$ cat src/rtl/mc_alu.sv
// rtl/mc_alu.sv - multi-cycle ALU: single-cycle logic/arith/shift ops, iterative shift-add MUL
// Handshaked request/response; status flags and carry_q are registered with the result.
module mc_alu #(
  parameter int DATA_W  = 8,
  parameter int SHAMT_W = $clog2(DATA_W)
) (
  input  logic              clk,
  input  logic              rst,
  input  logic              in_valid,
  output logic              in_ready,
  input  logic [3:0]        op,
  input  logic [DATA_W-1:0] operand_a,
  input  logic [DATA_W-1:0] operand_b,
  output logic              out_valid,
  input  logic              out_ready,
  output logic [DATA_W-1:0] result,
  output logic [DATA_W-1:0] result_hi,
  output logic              zero_flag,
  output logic              negative_flag,
  output logic              carry_flag,
  output logic              overflow_flag,
  output logic              illegal_op
);

  localparam logic [3:0] OP_ADD = 4'd0;
  localparam logic [3:0] OP_SUB = 4'd1;
  localparam logic [3:0] OP_ADC = 4'd2;
  localparam logic [3:0] OP_SBC = 4'd3;
  localparam logic [3:0] OP_AND = 4'd4;
  localparam logic [3:0] OP_OR  = 4'd5;
  localparam logic [3:0] OP_XOR = 4'd6;
  localparam logic [3:0] OP_INV = 4'd7;
  localparam logic [3:0] OP_SHL = 4'd8;
  localparam logic [3:0] OP_SHR = 4'd9;
  localparam logic [3:0] OP_ASR = 4'd10;
  localparam logic [3:0] OP_MUL = 4'd11;
  localparam int CNT_W = $clog2(DATA_W + 1);
  localparam int MSB   = DATA_W - 1;

  typedef enum logic [1:0] {IDLE, BUSY, DONE} state_t;

  state_t state, state_next;
  logic   accept;
  logic   carry_q;

  logic [DATA_W-1:0] mul_a, mul_hi, mul_lo;
  logic [CNT_W-1:0]  mul_cnt;
  logic [DATA_W:0]   mul_sum;
  logic [DATA_W-1:0] mul_hi_next, mul_lo_next;
  logic              mul_last;

  logic [DATA_W-1:0] alu_res;
  logic              alu_c, alu_v, alu_ill;
  logic [DATA_W:0]   sum_ext;
  logic [DATA_W:0]   shl_ext, shr_ext;
  logic signed [DATA_W:0] asr_ext;
  logic [SHAMT_W-1:0] shamt;

  assign in_ready  = (state == IDLE) || (state == DONE && out_ready);
  assign out_valid = (state == DONE);
  assign accept    = in_valid && in_ready;
  assign shamt     = operand_b[SHAMT_W-1:0];

  // One shift-add step: add multiplicand if multiplier LSB set, then shift {sum, lo} right.
  assign mul_sum     = {1'b0, mul_hi} + (mul_lo[0] ? {1'b0, mul_a} : '0);
  assign mul_hi_next = mul_sum[DATA_W:1];
  assign mul_lo_next = {mul_sum[0], mul_lo[DATA_W-1:1]};
  assign mul_last    = (state == BUSY) && (mul_cnt == CNT_W'(DATA_W - 1));

  always_ff @(posedge clk) begin
    if (rst) state <= IDLE;
    else     state <= state_next;
  end

  always_comb begin
    state_next = state;
    case (state)
      IDLE: if (accept) state_next = (op == OP_MUL) ? BUSY : DONE;
      BUSY: if (mul_last) state_next = DONE;
      DONE: begin
        if (accept)         state_next = (op == OP_MUL) ? BUSY : DONE;
        else if (out_ready) state_next = IDLE;
      end
      default: state_next = IDLE;
    endcase
  end

  always_comb begin
    alu_res = '0;
    alu_c   = 1'b0;
    alu_v   = 1'b0;
    alu_ill = 1'b0;
    sum_ext = '0;
    // One guard bit on each shift catches the last bit shifted out.
    shl_ext = {1'b0, operand_a} << shamt;
    shr_ext = {operand_a, 1'b0} >> shamt;
    asr_ext = $signed({operand_a, 1'b0}) >>> shamt;
    case (op)
      OP_ADD, OP_ADC: begin
        sum_ext = {1'b0, operand_a} + {1'b0, operand_b}
                + {{DATA_W{1'b0}}, (op == OP_ADC) & carry_q};
        alu_res = sum_ext[DATA_W-1:0];
        alu_c   = sum_ext[DATA_W];
        alu_v   = (operand_a[MSB] == operand_b[MSB]) && (alu_res[MSB] != operand_a[MSB]);
      end
      OP_SUB, OP_SBC: begin
        sum_ext = {1'b0, operand_a} - {1'b0, operand_b}
                - {{DATA_W{1'b0}}, (op == OP_SBC) & carry_q};
        alu_res = sum_ext[DATA_W-1:0];
        alu_c   = sum_ext[DATA_W];
        alu_v   = (operand_a[MSB] != operand_b[MSB]) && (alu_res[MSB] != operand_a[MSB]);
      end
      OP_AND: alu_res = operand_a & operand_b;
      OP_OR:  alu_res = operand_a | operand_b;
      OP_XOR: alu_res = operand_a ^ operand_b;
      OP_INV: alu_res = ~operand_a;
      OP_SHL: begin
        alu_res = shl_ext[DATA_W-1:0];
        alu_c   = shl_ext[DATA_W];
      end
      OP_SHR: begin
        alu_res = shr_ext[DATA_W:1];
        alu_c   = shr_ext[0];
      end
      OP_ASR: begin
        alu_res = asr_ext[DATA_W:1];
        alu_c   = asr_ext[0];
      end
      OP_MUL: alu_res = '0;
      default: alu_ill = 1'b1;
    endcase
  end

  always_ff @(posedge clk) begin
    if (rst) begin
      carry_q       <= 1'b0;
      result        <= '0;
      result_hi     <= '0;
      zero_flag     <= 1'b0;
      negative_flag <= 1'b0;
      carry_flag    <= 1'b0;
      overflow_flag <= 1'b0;
      illegal_op    <= 1'b0;
      mul_a         <= '0;
      mul_hi        <= '0;
      mul_lo        <= '0;
      mul_cnt       <= '0;
    end else if (accept) begin
      if (op == OP_MUL) begin
        mul_a   <= operand_a;
        mul_hi  <= '0;
        mul_lo  <= operand_b;
        mul_cnt <= '0;
      end else begin
        result        <= alu_res;
        result_hi     <= '0;
        zero_flag     <= (alu_res == '0) && !alu_ill;
        negative_flag <= alu_res[MSB];
        carry_flag    <= alu_c;
        overflow_flag <= alu_v;
        illegal_op    <= alu_ill;
        if (!alu_ill) carry_q <= alu_c;
      end
    end else if (state == BUSY) begin
      mul_hi  <= mul_hi_next;
      mul_lo  <= mul_lo_next;
      mul_cnt <= mul_cnt + 1'b1;
      if (mul_last) begin
        result        <= mul_lo_next;
        result_hi     <= mul_hi_next;
        zero_flag     <= ({mul_hi_next, mul_lo_next} == '0);
        negative_flag <= mul_hi_next[MSB];
        carry_flag    <= 1'b0;
        overflow_flag <= (mul_hi_next != '0);
        illegal_op    <= 1'b0;
        carry_q       <= 1'b0;
      end
    end
  end

endmodule

$ cat config.mk
export PLATFORM = sky130hd
export DESIGN_NAME = mc_alu
export DESIGN_NICKNAME = d
export VERILOG_FILES = /design/src/rtl/mc_alu.sv
export SDC_FILE = /design/constraint.sdc
export NUM_CORES = 1
export LEC_CHECK = 0
export BUFFER_PORTS_ARGS = -buffer_cell sky130_fd_sc_hd__buf_4
export CORE_AREA = 5 5 106 108
export CTS_CLUSTER_SIZE = 20
export DETAILED_ROUTE_END_ITERATION = 7
export DIE_AREA = 0 0 111 113
export PLACE_DENSITY = 0.77
export RECOVER_POWER = 25
export SYNTH_ARGS = -nofsm -noshare
export SYNTH_HDL_FRONTEND = slang
export SYNTH_SLANG_ARGS = --single-unit
$ cat constraint.sdc
create_clock -name clk -period 3.4 [get_ports clk]
set_clock_uncertainty 0.2 [all_clocks]
set_input_delay 0.34 -clock clk [delete_from_list [all_inputs] [get_ports clk]]
set_output_delay 0.34 -clock clk [all_outputs]
set_load 0.01 [all_outputs]
Word level (Yosys, flattened, before mapping). Index checks and enable logic that the tools add are counted. Widths: inputs -> output; s select.

Shift operators: 3. Equality and inequality tests: 24. Reductions and logical operators: 22. Bitwise logic cells: 6. Add/subtract/negate cells: 6. Muxes and demuxes: 49.

Operators with widths (number): $mux 8 (15); $pmux 8 s9 (1); $mux 1 (22); $eq 4x3->1 const B (5); $add 8x8->9 (2); $eq 4x4->1 const B (4); $logic_not 16->1 (1); $mux 4 (3); $reduce_or 12->1 (1); $mux 2 (5); $add 9x1->9 (1); $shl 8x3->9 (1); $shr 9x3->9 (1); $sshr 9x3->9 (1); $sub 8x8->9 (1); $sub 9x1->9 (1); $and 8x8->8 (1); $eq 4x2->1 const B (2); $logic_not 8->1 (1); $ne 2x2->1 const B (4); $not 8->8 (1); $or 8x8->8 (1); $reduce_bool 8->1 (1); $xor 8x8->8 (1); other kinds (21) (33).

Register bits: 52. Logic and storage cells: 123.

Depth between registers and ports, before layout.
Word-level depth: 8. Depth in mapped cells: 14.

Worst setup path after synthesis. No wires, ideal clock.

Path type: in2reg. Start point: in op[2]. End point: reg carry_flag. Cell stages on the path: 13. Arrival time: 3.134 ns. Path buffers: 2. Data required time: 3.084 ns. Setup slack: -0.050 ns. Cells stage by stage: buf_2 buf_2 nor2_1 nand4_1 fa_1 fa_1 o21a_1 o221a_2 a31oi_1 xnor2_1 nor2_1 o311a_1 a31o_2.

Longest elaborated chain between the ends: 6. Elaborated cells on any way between the ends: 19. Classes of those cells: add/sub: 2; eq/ne: 8; mux: 3; bitwise: 2; reduce/logical: 4.

RTL lines: start: declaration (line 11) `input logic [3:0] op,`; $eq 4x2->1, on equally long branches (line 98, 108, 101); $and 1x1->1, on equally long branches (line 108, 101); $sub 9x1->9 or $add 9x1->9 (tied branches) (line 108, 101); $pmux 1 s5 (line 98) `case (op)`; $mux 1 (line 149) `if (op == OP_MUL) begin`; $mux 1 (line 148) `end else if (accept) begin`; end signal: assignment (line 159) `carry_flag <= alu_c;`; end: declaration (line 20) `output logic carry_flag,`.

Several ways; a longest one is shown, not always the timed one. The select of a mux whose other input is x is not followed. A chain may end at the register's enable or synchronous reset.

Worst setup path after layout.
Start point: in op[1]. End point: reg zero_flag.

Longest elaborated chain between the ends: 8. Elaborated cells on any way between the ends: 26. Classes of those cells: add/sub: 2; eq/ne: 12; mux: 3; bitwise: 2; reduce/logical: 7.

RTL lines: $eq 4x2->1, on equally long branches (line 98, 108, 101); $and 1x1->1, on equally long branches (line 108, 101); $sub 9x1->9 or $add 9x1->9 (tied branches) (line 108, 101); $pmux 8 s9 (line 98); $logic_not 8->1 (line 157) `zero_flag <= (alu_res == '0) && !alu_ill;`; $logic_and 1x1->1 (line 157); $mux 1 (line 149); $mux 1 (line 148); end signal: assignment (line 157); end signal: assignment (line 171) `zero_flag <= ({mul_hi_next, mul_lo_next} == '0);`; end: declaration (line 18) `output logic zero_flag,`.

Several ways; a longest one is shown, not always the timed one. The select of a mux whose other input is x is not followed.

==> results.md <==
* Initial antenna violation count at 0
* Hold Buf Count CTS at 0
* Crit Path Class: in2reg
* WP buf/inv at 2
* CTS resizes at 0
* Input/output buffers at 46
* Setup crit end kind: register
* CTS Buf Count at 5
* Die height at 113 µm
* Slew headroom at 52.6%
* Gate power share at 32.3%
* Clock Power Share at 28.8%
* Max clock buf depth at 2
* Critical Path AT at 3160 ps
* Worst Tran Pin Value at 709 ps
* Num ports at 47
* Synthesis-to-layout area growth at 12.6%
* Clock sink total at 52
* Drc violations at 0
* Final Critical Period at 3100 ps
* Max-cap violation count at 0
* Largest net degree at the start of global routing at 52
* Maximum vdd drop at 234 µV
* Total Routed Length at 14.9 mm
* Worst-skew pair later-pin latency at 310 ps
* ANT cells at 0
* Vias at 4770
* Avg Synthesized Cell Area at 7.88 µm²
* Post-synthesis net count at 671
* # nets final at 711
* Sw Ratio at 32.4%
* Slowest stage delay, CP at 400 ps
* GRT overflow at 0
* DRT Pass-1 Iters at 5
* Leak pwr at 2.15 nW
* Vias per std cell at 6.12
* Global Route Usage Sum at 23.4%
* Final hold violations at 0
* Async SR Flop Fraction at 0%
* Critical Path, Cell by Cell: buf_4, nor2b_1, and3_1, fa_1, inv_1, fa_1, nand2b_1, a211oi_1, mux2i_1, mux2i_1, a221o_1, a2111oi_2, a21o_1
* Post-synth top flop: dfxtp_1
* Tcrit/Tclk final at 91.0%
* Post-CTS setup buffer count at 0
* R2R Setup Slk at 320 ps
* Status: completed
* Antenna-violating nets left at 0
* Power density cells at 306 nW/µm²
* Most frequent cells in the layout: nand2_1, nor2_1, buf_4
* Core footprint at 10100 µm²
* Critical Path Start Type: input port
* P_sw at 0.529 mW
* Clock-pin slew on the worst setup and hold paths at 100 ps
* Tot Pwr at 1.63 mW
* Cells after Synth at 602
* Sequential power share at 38.8%
* Root buffer cell: clkbuf_8
* Fillers at 962
* Post-synthesis cell area at 4740 µm²
* Max Fclk at 0.323 GHz
* Hold WC Path Type: in2reg
* Cell-internal power at 1.10 mW
* Die width at 111 µm
* Final Util at 52.6%
* CP Max Fanout at 8
* Starting density of the core at 46.8%
* Final setup violation count at 0
* Family with the most delay on the worst path: compound AO/OA/AOI/OAI gates
* GP Congestion at 1.06
* Initial drt markers at 616
* Netlist cell types at 66
* Cell row count at 37
* First-pass GRT wire length at 24.2 mm
* WL/cell at 19.1 µm
* Die area at 12500 µm²
* FF+latch count, synth at 52
* TNS Setup at 0 ps
* Max Slew Vio Count at 0
* Synth warn at 0
* Crit-path slowest cell: fa_1
* Post-synth EDFFs at 0
* CP required at 3470 ps
* Hpwl dp at 11.5 mm
* H-Tree Depth at 2
* Ratio of cells with drive above 1 in the final layout at 15.4%
* Multi-input logic area at 3370 µm²
* Vias in the first global route at 4633
* CTS tree: yes
* Register area share after synthesis at 22.0%
* RSZ-0062 raised after global routing: no
* Register area at 1040 µm²
-- layout make-up --
type | instances | share of cell area, %
Sequential cell | 52 | 19.5
Multi-Input combinational cell | 472 | 63.2
Inverter | 37 | 2.60
Tap cell | 136 | 3.19
Timing Repair Buffer | 74 | 9.14
Clock inverter | 1 | 0.563
Clock buffer | 7 | 1.80
-- state kept, by name (all words and copies together) (netlist names) --
register and count:
negative_flag 1, state 2, mul_cnt 4, result_hi 8
carry_flag 1, result 8, mul_hi 8, carry_q 1
overflow_flag 1, mul_lo 8, mul_a 8, zero_flag 1
illegal_op 1
-- power by group through the flow --
stage          logic (mW)  clock network, mW  registers (mW)
6_report            0.528              0.470           0.634
5_1_grt             0.571              0.505           0.636
4_1_cts             0.520              0.476           0.634
3_5_place_dp        0.517                  0           0.648
3_3_place_gp        0.511                  0           0.647
2_1_floorplan       0.353                  0           0.650
-- worst paths after layout --
path                            depth (start not counted)        end    startpoint
worst min register to register                          2   mul_a[0]      mul_a[0]
worst max-delay path                                   13  zero_flag         op[1]
worst min-delay path                                    3   mul_a[5]  operand_a[5]
worst max register to register                         11  zero_flag       carry_q
-- cells by family after synthesis --
group           after synthesis  share of synthesized area, %
simple gates                221                          22.9
mux                          24                          8.34
flops                        52                          22.0
fa+ha+maj                    45                          12.7
xor+xnor                     19                          3.51
compound gates              163                          23.6
buf+inv                      78                          7.05
-- routing by layer --
| metal | track usage [%] | wire (µm) |
|---|---|---|
| met2 | 36.6 | 6560 |
| met3 | 2.83 | 1200 |
| met1 | 33.8 | 6830 |
| met4 | 6.73 | 277 |
| met5 | 0 | 0 |
-- tightest hold or removal path: cells and delay by family --
kind	cells	cell delay, ps
buf+inv	1	160
simple gates	1	70
compound gates	1	50
-- metrics by stage --
stage	hold slack, ps	worst slack (ps)	area, µm²	instances
finish	151	304	5340	779
global route	147	70.4	5340	779
CTS	142	273	5400	779
detailed placement	246	33.8	5280	771
global placement	241	157	5280	771
floorplan	232	8.76	4750	602
-- cell usage after synthesis, drive strengths merged (4+ instances only) --
library cell | count | area [µm²]
nor2 | 59 | 221
nand2 | 58 | 218
dfxtp | 52 | 1040
a21oi | 50 | 250
ha | 40 | 500
inv | 37 | 139
buf | 21 | 119
clkbuf | 20 | 76.3
nor3 | 16 | 80.1
o21ai | 16 | 80.1
nand3 | 15 | 75.1
and2 | 13 | 81.3
a22oi | 12 | 90.1
mux4 | 12 | 270
a31oi | 11 | 68.8
nand2b | 11 | 68.8
xnor2 | 11 | 96.3
a211oi | 10 | 75.1
o211ai | 10 | 75.1
mux2i | 8 | 80.1
nor2b | 8 | 50.1
xor2 | 8 | 70.1
and3 | 7 | 43.8
nand4 | 7 | 43.8
or3 | 6 | 37.5
fa | 5 | 100
o2111ai | 5 | 43.8
o31ai | 5 | 37.5
or2 | 5 | 31.3
a2111oi | 4 | 47.6
a21o | 4 | 30.0
mux2 | 4 | 45.0
nor4 | 4 | 25.0
o21a | 4 | 30.0
Power figures use the tool's default switching activity.
